### src/rtl/tlul_arb_pkg.sv
// rtl/tlul_arb_pkg.sv - arbiter state encoding and width helpers
package tlul_arb_pkg;

  typedef enum logic [1:0] {
    IDLE = 2'd0,
    ADDR = 2'd1,
    RESP = 2'd2,
    ERR  = 2'd3
  } arb_state_e;

  // Width of a host index; never collapses to zero bits.
  function automatic int unsigned idx_w(input int unsigned n);
    return (n > 1) ? $clog2(n) : 1;
  endfunction

  // Watchdog counter width, wide enough to hold TIMEOUT itself.
  function automatic int unsigned cnt_w(input int unsigned timeout);
    return (timeout > 0) ? $clog2(timeout + 1) : 1;
  endfunction

endpackage

### src/rtl/tlul_pkg.sv
// rtl/tlul_pkg.sv - TL-UL channel structs and opcodes shared by hosts, arbiter and devices
package tlul_pkg;

  localparam logic [2:0] PUT_FULL_DATA    = 3'h0;
  localparam logic [2:0] PUT_PARTIAL_DATA = 3'h1;
  localparam logic [2:0] GET              = 3'h4;
  localparam logic [2:0] ACCESS_ACK       = 3'h0;
  localparam logic [2:0] ACCESS_ACK_DATA  = 3'h1;

  typedef struct packed {
    logic        a_valid;
    logic [2:0]  a_opcode;
    logic [2:0]  a_param;
    logic [1:0]  a_size;
    logic [7:0]  a_source;
    logic [31:0] a_address;
    logic [3:0]  a_mask;
    logic [31:0] a_data;
    logic        d_ready;
  } tl_h2d_t;

  typedef struct packed {
    logic        d_valid;
    logic [2:0]  d_opcode;
    logic [2:0]  d_param;
    logic [1:0]  d_size;
    logic [7:0]  d_source;
    logic        d_sink;
    logic [31:0] d_data;
    logic        d_error;
    logic        a_ready;
  } tl_d2h_t;

endpackage

### src/rtl/tlul_host_arb_if.sv
// rtl/tlul_host_arb_if.sv - host-side and device-side TL-UL bundle around the arbiter
interface tlul_host_arb_if
  import tlul_pkg::*;
#(
  parameter int unsigned NUM = 2
);

  tl_h2d_t [NUM-1:0] tl_h_i;
  tl_d2h_t [NUM-1:0] tl_h_o;
  tl_h2d_t           tl_d_o;
  tl_d2h_t           tl_d_i;

  modport slave (
    input  tl_h_i,
    input  tl_d_i,
    output tl_h_o,
    output tl_d_o
  );

  modport master (
    output tl_h_i,
    output tl_d_i,
    input  tl_h_o,
    input  tl_d_o
  );

endinterface

### src/rtl/rr_arbiter.sv
// rtl/rr_arbiter.sv - combinational round-robin pick: lowest requester at or above ptr, with wrap
module rr_arbiter
  import tlul_arb_pkg::*;
#(
  parameter int unsigned NUM = 2,
  localparam int unsigned IW = idx_w(NUM)
) (
  input  logic [NUM-1:0] req,
  input  logic [IW-1:0]  ptr,
  output logic [IW-1:0]  gnt_idx,
  output logic           gnt_valid
);

  always_comb begin
    logic [IW:0] sum;
    logic [IW-1:0] idx;
    sum       = '0;
    idx       = '0;
    gnt_idx   = '0;
    gnt_valid = 1'b0;
    // Walk from the farthest offset down so the nearest requester wins last.
    for (int k = NUM - 1; k >= 0; k--) begin
      sum = {1'b0, ptr} + (IW + 1)'(k);
      if (sum >= (IW + 1)'(NUM)) begin
        sum = sum - (IW + 1)'(NUM);
      end
      idx = sum[IW-1:0];
      if (req[idx]) begin
        gnt_idx   = idx;
        gnt_valid = 1'b1;
      end
    end
  end

endmodule

### src/rtl/tlul_host_arb.sv
// rtl/tlul_host_arb.sv - shares one TL-UL device among NUM hosts, one outstanding transaction,
// with a response watchdog that answers the host with an error if the device stays silent
module tlul_host_arb
  import tlul_pkg::*;
  import tlul_arb_pkg::*;
#(
  parameter int unsigned NUM     = 2,
  parameter int unsigned TIMEOUT = 1024,
  localparam int unsigned IW     = idx_w(NUM)
) (
  input  logic           clk_i,
  input  logic           rst_i,
  tlul_host_arb_if.slave bus,
  output logic [IW-1:0]  grant_o,
  output logic           busy_o,
  output logic           timeout_o,
  output logic           spurious_o
);

  localparam int unsigned CW = cnt_w(TIMEOUT);

  arb_state_e        state_q;
  logic [IW-1:0]     grant_q;
  logic [IW-1:0]     ptr_q;
  logic [CW-1:0]     cnt_q;
  logic [2:0]        op_q;
  logic [7:0]        src_q;
  logic [1:0]        size_q;
  logic              timeout_q;
  logic              spurious_q;

  logic [NUM-1:0]    req_vec;
  logic [IW-1:0]     gnt_idx;
  logic              gnt_valid;
  logic [IW-1:0]     next_ptr;
  tl_h2d_t           req_sel;
  tl_d2h_t [NUM-1:0] h_rsp;
  tl_h2d_t           d_req;

  always_comb begin
    req_vec = '0;
    for (int i = 0; i < NUM; i++) begin
      req_vec[i] = bus.tl_h_i[i].a_valid;
    end
  end

  rr_arbiter #(
    .NUM (NUM)
  ) u_rr_arbiter (
    .req       (req_vec),
    .ptr       (ptr_q),
    .gnt_idx   (gnt_idx),
    .gnt_valid (gnt_valid)
  );

  assign req_sel  = bus.tl_h_i[grant_q];
  assign next_ptr = (grant_q == IW'(NUM - 1)) ? '0 : grant_q + 1'b1;

  always_ff @(posedge clk_i or posedge rst_i) begin
    if (rst_i) begin
      state_q    <= IDLE;
      grant_q    <= '0;
      ptr_q      <= '0;
      cnt_q      <= '0;
      op_q       <= '0;
      src_q      <= '0;
      size_q     <= '0;
      timeout_q  <= 1'b0;
      spurious_q <= 1'b0;
    end else begin
      timeout_q <= 1'b0;
      if (state_q == IDLE && bus.tl_d_i.d_valid) begin
        spurious_q <= 1'b1;
      end
      unique case (state_q)
        IDLE: begin
          if (gnt_valid) begin
            grant_q <= gnt_idx;
            state_q <= ADDR;
          end
        end
        ADDR: begin
          if (req_sel.a_valid && bus.tl_d_i.a_ready) begin
            op_q    <= req_sel.a_opcode;
            src_q   <= req_sel.a_source;
            size_q  <= req_sel.a_size;
            cnt_q   <= '0;
            state_q <= RESP;
          end
        end
        RESP: begin
          // A handshake in the would-be timeout cycle wins over the watchdog.
          if (bus.tl_d_i.d_valid && req_sel.d_ready) begin
            ptr_q   <= next_ptr;
            state_q <= IDLE;
          end else if (TIMEOUT != 0 && cnt_q == CW'(TIMEOUT - 1)) begin
            timeout_q <= 1'b1;
            state_q   <= ERR;
          end else if (cnt_q != '1) begin
            cnt_q <= cnt_q + 1'b1;
          end
        end
        ERR: begin
          if (req_sel.d_ready) begin
            ptr_q   <= next_ptr;
            state_q <= IDLE;
          end
        end
        default: state_q <= IDLE;
      endcase
    end
  end

  always_comb begin
    h_rsp = '0;
    d_req = '0;
    unique case (state_q)
      IDLE: begin
        d_req.d_ready = 1'b1;
      end
      ADDR: begin
        d_req                  = req_sel;
        h_rsp[grant_q].a_ready = bus.tl_d_i.a_ready;
      end
      RESP: begin
        d_req                  = req_sel;
        d_req.a_valid          = 1'b0;
        h_rsp[grant_q]         = bus.tl_d_i;
        h_rsp[grant_q].a_ready = 1'b0;
      end
      ERR: begin
        h_rsp[grant_q].d_valid  = 1'b1;
        h_rsp[grant_q].d_error  = 1'b1;
        h_rsp[grant_q].d_source = src_q;
        h_rsp[grant_q].d_size   = size_q;
        h_rsp[grant_q].d_opcode = (op_q == GET) ? ACCESS_ACK_DATA : ACCESS_ACK;
      end
      default: begin
        d_req.d_ready = 1'b1;
      end
    endcase
  end

  assign bus.tl_h_o = h_rsp;
  assign bus.tl_d_o = d_req;

  assign grant_o    = grant_q;
  assign busy_o     = (state_q != IDLE);
  assign timeout_o  = timeout_q;
  assign spurious_o = spurious_q;

endmodule

### src/flat_wrapper.sv
// flat-port wrapper written by rule: the top's interface ports become plain ports
module tlul_host_arb_flat import tlul_pkg::*; import tlul_arb_pkg::*;
#(
  parameter int unsigned NUM     = 2,
  parameter int unsigned TIMEOUT = 1024,
  localparam int unsigned IW     = idx_w(NUM)
)
  (clk_i, rst_i, grant_o, busy_o, timeout_o, spurious_o, bus_tl_h_i, bus_tl_d_i, bus_tl_h_o, bus_tl_d_o);
  tlul_host_arb_if #(.NUM(NUM)) bus_i ();
  input  logic clk_i;
  input  logic rst_i;
  output logic [IW-1:0] grant_o;
  output logic busy_o;
  output logic timeout_o;
  output logic spurious_o;
  input wire logic [$bits(bus_i.tl_h_i)-1:0] bus_tl_h_i;
  input wire logic [$bits(bus_i.tl_d_i)-1:0] bus_tl_d_i;
  output wire logic [$bits(bus_i.tl_h_o)-1:0] bus_tl_h_o;
  output wire logic [$bits(bus_i.tl_d_o)-1:0] bus_tl_d_o;
  assign bus_i.tl_h_i = bus_tl_h_i;
  assign bus_i.tl_d_i = bus_tl_d_i;
  assign bus_tl_h_o = bus_i.tl_h_o;
  assign bus_tl_d_o = bus_i.tl_d_o;
  tlul_host_arb #(.NUM(NUM), .TIMEOUT(TIMEOUT)) u_core (.clk_i(clk_i), .rst_i(rst_i), .bus(bus_i), .grant_o(grant_o), .busy_o(busy_o), .timeout_o(timeout_o), .spurious_o(spurious_o));
endmodule
### config.mk
export PLATFORM = sky130hd
export DESIGN_NAME = tlul_host_arb_flat
export DESIGN_NICKNAME = d
export VERILOG_FILES = /design/src/rtl/tlul_arb_pkg.sv /design/src/rtl/tlul_pkg.sv /design/src/rtl/tlul_host_arb_if.sv /design/src/rtl/rr_arbiter.sv /design/src/rtl/tlul_host_arb.sv /design/src/flat_wrapper.sv
export SDC_FILE = /design/constraint.sdc
export NUM_CORES = 1
export LEC_CHECK = 0
export BUFFER_PORTS_ARGS = -buffer_cell sky130_fd_sc_hd__buf_2
export CAP_MARGIN = 20
export CORE_AREA = 5 5 161 163
export DETAILED_ROUTE_END_ITERATION = 7
export DIE_AREA = 0 0 166 168
export PLACE_DENSITY = 0.52
export SYNTH_ARGS = -nofsm -noshare
export SYNTH_HDL_FRONTEND = slang
export SYNTH_SLANG_ARGS = --single-unit
### constraint.sdc
create_clock -name clk_i -period 2.9 [get_ports clk_i]
set_input_delay 0.145 -clock clk_i [delete_from_list [all_inputs] [get_ports clk_i]]
set_output_delay 0.145 -clock clk_i [all_outputs]
set_load 0.05 [all_outputs]
=== After elaboration in Yosys (flattened, before gate mapping) ===
Cells that the tools add are included.

* Reductions and logical operators: 14
* Multiplexer cells: 53
* Bitwise logic cells: 2
* $lt $le $gt $ge: 6
* $add $sub $neg: 5
* Equality and inequality tests: 14

{| class="wikitable"
|+ Operators with widths
! cell !! number
|-
| bitwise mux 104 bit || 5
|-
| demux 52 bit (select 1 bit) || 7
|-
| case mux 104 bit (3 select lines) || 1
|-
| bitwise AND 104 bit || 2
|-
| two-way mux 86 bit || 2
|-
| case mux 85 bit (2 select lines) || 1
|-
| two-way mux 52 bit || 2
|-
| two-way mux 51 bit || 1
|-
| two-way mux 45 bit || 1
|-
| two-way mux 11 bit || 4
|-
| two-way mux 43 bit || 1
|-
| case mux 11 bit (2 select lines) || 1
|-
| two-way mux 1 bit || 18
|-
| two-way mux 2 bit || 6
|-
| adder 11 x 1 -> 11 bit, second input constant || 1
|-
| equality test 11 x 10 -> 1 bit, second input constant || 1
|-
| inequality test 11 bit, second input constant || 1
|-
| inequality test 2 x 1 -> 1 bit, second input constant || 5
|-
| case mux 2 bit (4 select lines) || 1
|-
| less-than comparator 1 x 2 -> 1 bit, second input constant || 3
|-
| nonzero test 2 bit || 3
|-
| AND reduction 5 bit || 1
|-
| equality test 2 bit, second input constant || 2
|-
| logical AND 1 bit || 4
|-
| 16 further kinds || 20
|}

* Register bits after elaboration: 30
* Output and inout bits: 194

=== Logic depth before layout (Yosys ltp) ===
* Depth in word-level cells: 9
* Depth in mapped cells: 7

=== By module ===
Synthesis repeated with hierarchy kept, for this count alone.

* Cell total of the unflattened synthesis: 551
* Area total of the unflattened synthesis: 3824.9 um2

{| class="wikitable"
|+ Modules (own cells, without submodules)
! module !! cells an instance !! times used !! area each (um2)
|-
| tlul_host_arb || 548 || 1 || 3807.4
|-
| rr_arbiter || 3 || 1 || 17.5
|}

=== Worst setup path before layout ===
No wires, ideal clock.

* Path type: register to output
* Start point: reg u_core.grant_q (netlist: u_core.grant_o)
* End point: out bus_tl_h_o[52]
* Data arrival time: 2677 ps
* Buffers on the path: 4
* Cell stages (with the launch flop): 6
* Path slack: 78 ps
* Required time: 2755 ps
* Path through: dfrtp_1 -> buf_6 -> buf_2 -> buf_2 -> buf_2 -> nor3b_1

* Word-level cells in the longest chain between the ends: 7

{| class="wikitable"
|+ Ends and longest elaborated chain
! item !! RTL line !! source
|-
| from (decl) || tlul_host_arb.sv:23 || <nowiki>logic [IW-1:0] grant_q;</nowiki>
|-
| from (signal assigned) || tlul_host_arb.sv:78 || <nowiki>grant_q <= gnt_idx;</nowiki>
|-
| less-than comparator 1 x 2 -> 1 bit (not written as such) / greater-or-equal comparator 1 bit (equally long branches) || tlul_host_arb.sv:123, tlul_host_arb.sv:128, tlul_host_arb.sv:129 ||
|-
| logical AND 1 bit (not written as such) || tlul_host_arb.sv:123, tlul_host_arb.sv:128, tlul_host_arb.sv:129 ||
|-
| two-way mux 52 bit (not written as such) || tlul_host_arb.sv:128 || <nowiki>h_rsp[grant_q] = bus.tl_d_i;</nowiki>
|-
| demux 52 bit (select 1 bit) || -- ||
|-
| bitwise AND 104 bit (no line) || -- ||
|-
| bitwise mux 104 bit || tlul_host_arb.sv:129 || <nowiki>h_rsp[grant_q].a_ready = 1'b0;</nowiki>
|-
| case mux 104 bit (3 select lines) (*) || tlul_host_arb.sv:117 || <nowiki>unique case (state_q)</nowiki>
|-
| to (decl) || flat_wrapper.sv:18 || <nowiki>output wire logic [$bits(bus_i.tl_h_o)-1:0] bus_tl_h_o;</nowiki>
|}

Mark *: on every way between the ends. The rest lies on a longest branch, timed or not.

=== Worst setup path after layout ===
* Start point: reg u_core.state_q[0]
* End point: out bus_tl_d_o[12]

* Word-level cells in the longest chain between the ends: 2

{| class="wikitable"
|+ Ends and longest elaborated chain
! item !! RTL line !! source
|-
| from (decl) || tlul_host_arb.sv:22 || <nowiki>arb_state_e state_q;</nowiki>
|-
| from (signal assigned) || tlul_host_arb.sv:61 || <nowiki>state_q <= IDLE;</nowiki>
|-
| from (signal assigned) || tlul_host_arb.sv:79 || <nowiki>state_q <= ADDR;</nowiki>
|-
| from (signal assigned) || tlul_host_arb.sv:88 || <nowiki>state_q <= RESP;</nowiki>
|-
| equality test 2 bit / equality test 2 x 1 -> 1 bit (equally long branches) || tlul_host_arb.sv:117 ||
|-
| case mux 85 bit (2 select lines) (*) || tlul_host_arb.sv:117 ||
|-
| to (decl) || flat_wrapper.sv:19 || <nowiki>output wire logic [$bits(bus_i.tl_d_o)-1:0] bus_tl_d_o;</nowiki>
|}

Marks and branches as above.

==> results.cfg <==
[logic_synthesis]
synthSimpleGateAreaFrac_pct = 33.4
synth_edf_count = 0
synthesis.area_um2 = 3740
yosysTopAreaCellShare_pct = 23.0
synth-adder-area-share_pct = 2.34
synthCells = 547
postSynth.asyncResetShare_pct = 100
synth-seq-area-share_pct = 20.1
synth.ff_latch_count = 30
synth_xor_area_share_pct = 0
avgSynthCellArea_um2 = 6.84
yosys_warnings = 0
synth_most_common_cell = nor2_1
syn_nets = 780
synth_compound_area_share_pct = 14.5
ys_top_cells_by_count = nor2_1 (207), mux2i_1 (86), nand2b_1 (40), dfrtp_1 (30), clkbuf_1 (28)
yosysTopAreaCell = mux2i_1
ys_types = 41
synth_top_family_by_area = simple AND/OR/NAND/NOR gates
synth_area_leaders = mux2i_1 (23%), nor2_1 (21%), dfrtp_1 (20%), nand2b_1 (6.7%), a22oi_1 (4.6%)
synth_ff_type = dfrtp_1
synth.area.mux_share_pct = 23.7

[detailed_routing]
routed_wl_um = 21200
ant_nets = 0
route.detailed.drc = 0
avgViaCountPerCell = 4.31
drt_iter0_drc = 277
drt_first_pass_iters = 5
wl_per_cell_um = 16.7
dr_total_vias = 5485

[sta]
setup_viol = 0
layout_min_cycle_time_ps = 2540
setup-tns-final_ps = 0
rsz0062_at_grt = no
hold_ws_ps = 10.9
slew_headroom_pct = 45.8
setup_slack_ps = 363
clock.fmax_mhz = 394
final_hold_viol_count = 0
fin_crit_sh_pct = 87.5
clock_skew_ps = 6.12
worst_pin_slew_ps = 812
maxSlewViolCount = 0

[setup_path]
reg2reg_depth = 6
cp.required_ps = 2760
end_kind = primary output
arrival_ps = 2390
criticalPathCategory = flop to primary output
reg2reg_slack_ps = 800
startpoint_type = flop
r2r-end = u_core.cnt_q[7]
worstPathMaxFanout = 42
reg2reg_from = u_core.state_q[0]

[layout]
fillers = 2653
multiInputGateArea_um2 = 2790
drive_above_1_share_pct = 48.1
final_cells = 1273
design_area_um2 = 6410
syn_to_final_growth_pct = 71.3
ff_latch_area_um2 = 754
nets = 1180
fin_util_pct = 26.5

[floorplanning]
dieArea_um2 = 27900
rows = 57
boundaryPins = 420
die_w_um = 166
die_height_um = 168
initial_core_util_pct = 15.5
fp.coreArea_um2 = 24200

[run]
maxCapViolations = 0

[cts]
cts_inserted_buffers = 5
cts_sinks = 30
post_cts_buffers = 0
htree_levels = 2
ctsHoldBuffers = 0
cts_buffer_depth = 2
root_buffer = clkbuf_16
cts_tree = yes
path_clk_slew_ps = 60
clock_latency_ps = 280

[global_route]
grt_pass1_wl_um = 31000
antenna_found_initial = 2
grt_pass1_vias = 5257
gr-total-overflow = 0
grt_use_total_pct = 13.8
grt_max_degree = 49

[placement]
placed_cells = 1264
post-place-ws_ps = 450
hpwlAfterDp_um = 17600
port_buffers = 419
place_congestion = 0.903
placed_cell_area_um2 = 6250

[power_and_ir_drop]
power_mw = 8.16
power.switching_mw = 5.45
power.leakage_nw = 3.68
power.density_nw_per_um2 = 1270
clkPwrFrac_pct = 6.8
irDropWorstVdd_uv = 469
p_sw_share_pct = 66.7
seq_power_share_pct = 9.2
p_int_mw = 2.71
pwr-share-comb_pct = 84.0

[min_path]
hold_class = input pin to asynchronous set/reset pin

[run_status]
status = finished, final reports clean
-- per-layer routing --
metal	share of wire, %	wire length, um	GRT usage [%]
met1	40	8450	17.7
met4	2.4	519	4.09
met2	49	10400	23.9
met3	8.7	1840	2.53
met5	0	0	0
-- cell type report --
cell class	count	share of cell area, %
inverters	10	0.586
repair buffers	436	35.3
well taps	324	6.33
clock buffers	6	2.17
flip-flops and latches	30	11.8
diodes	1	0.0391
multi-input cells	464	43.6
clock inverters	2	0.195
-- layout by cell type, fill, tap and decap left out, types with 6 or more instances in the layout --
cell,netlist,final
nand2b_1,40,40
buf_4,0,14
dfrtp_1,30,29
a21oi_1,24,24
nor2_1,207,205
nand3_1,10,10
a22oi_1,23,23
buf_2,11,419
inv_1,10,10
nand2_1,9,9
a31oi_1,6,6
mux2i_1,86,86
-- flip-flops by register name, summed over array words and instances, names as in the netlist --
| signal | cells |
|---|---|
| u_core.size_q | 2 |
| u_core.grant_o | 1 |
| u_core.src_q | 8 |
| u_core.timeout_o | 1 |
| u_core.op_q | 3 |
| u_core.spurious_o | 1 |
| u_core.cnt_q | 11 |
| u_core.state_q | 2 |
| u_core.ptr_q | 1 |
-- power groups by stage --
stage	combinational [mW]	clock (mW)	sequential, mW
floorplan	5.18	0	0.673
global placement	6.91	0	0.764
detailed placement	6.91	0	0.760
CTS	6.92	0.575	0.755
global route	7.26	0.588	0.774
finish	6.86	0.555	0.750
-- timing repair --
action,CTS,global route
gates resized for setup,0,1
endpoints found under the hold margin,0,0
setup endpoints to repair,0,12
-- critical path, stage by stage (launching register included) --
cell	delay, ps
dfrtp_1	410
inv_1	110
ha_2	310
o21ai_4	460
buf_12	280
buf_12	190
nor2_1	70
buf_2	210
-- how the worst max path moves through the flow --
stage                           start  cells after the start  slack [ps]             end
global placement    u_core.state_q[0]                      8         500  bus_tl_h_o[44]
global route        u_core.state_q[0]                      8         170  bus_tl_h_o[43]
CTS                 u_core.state_q[0]                      8         140  bus_tl_h_o[43]
finish              u_core.state_q[0]                      7         360  bus_tl_d_o[12]
floorplan              u_core.grant_o                      5          80  bus_tl_h_o[52]
detailed placement  u_core.state_q[0]                      8         450  bus_tl_h_o[43]
-- cell families after synthesis --
| kind of cell | count (synthesis) |
|---|---|
| compound gates | 81 |
| buf+inv | 53 |
| flops | 30 |
| fa+ha+maj | 7 |
| simple gates | 288 |
| mux | 88 |
(Power assumes the default switching activity.)
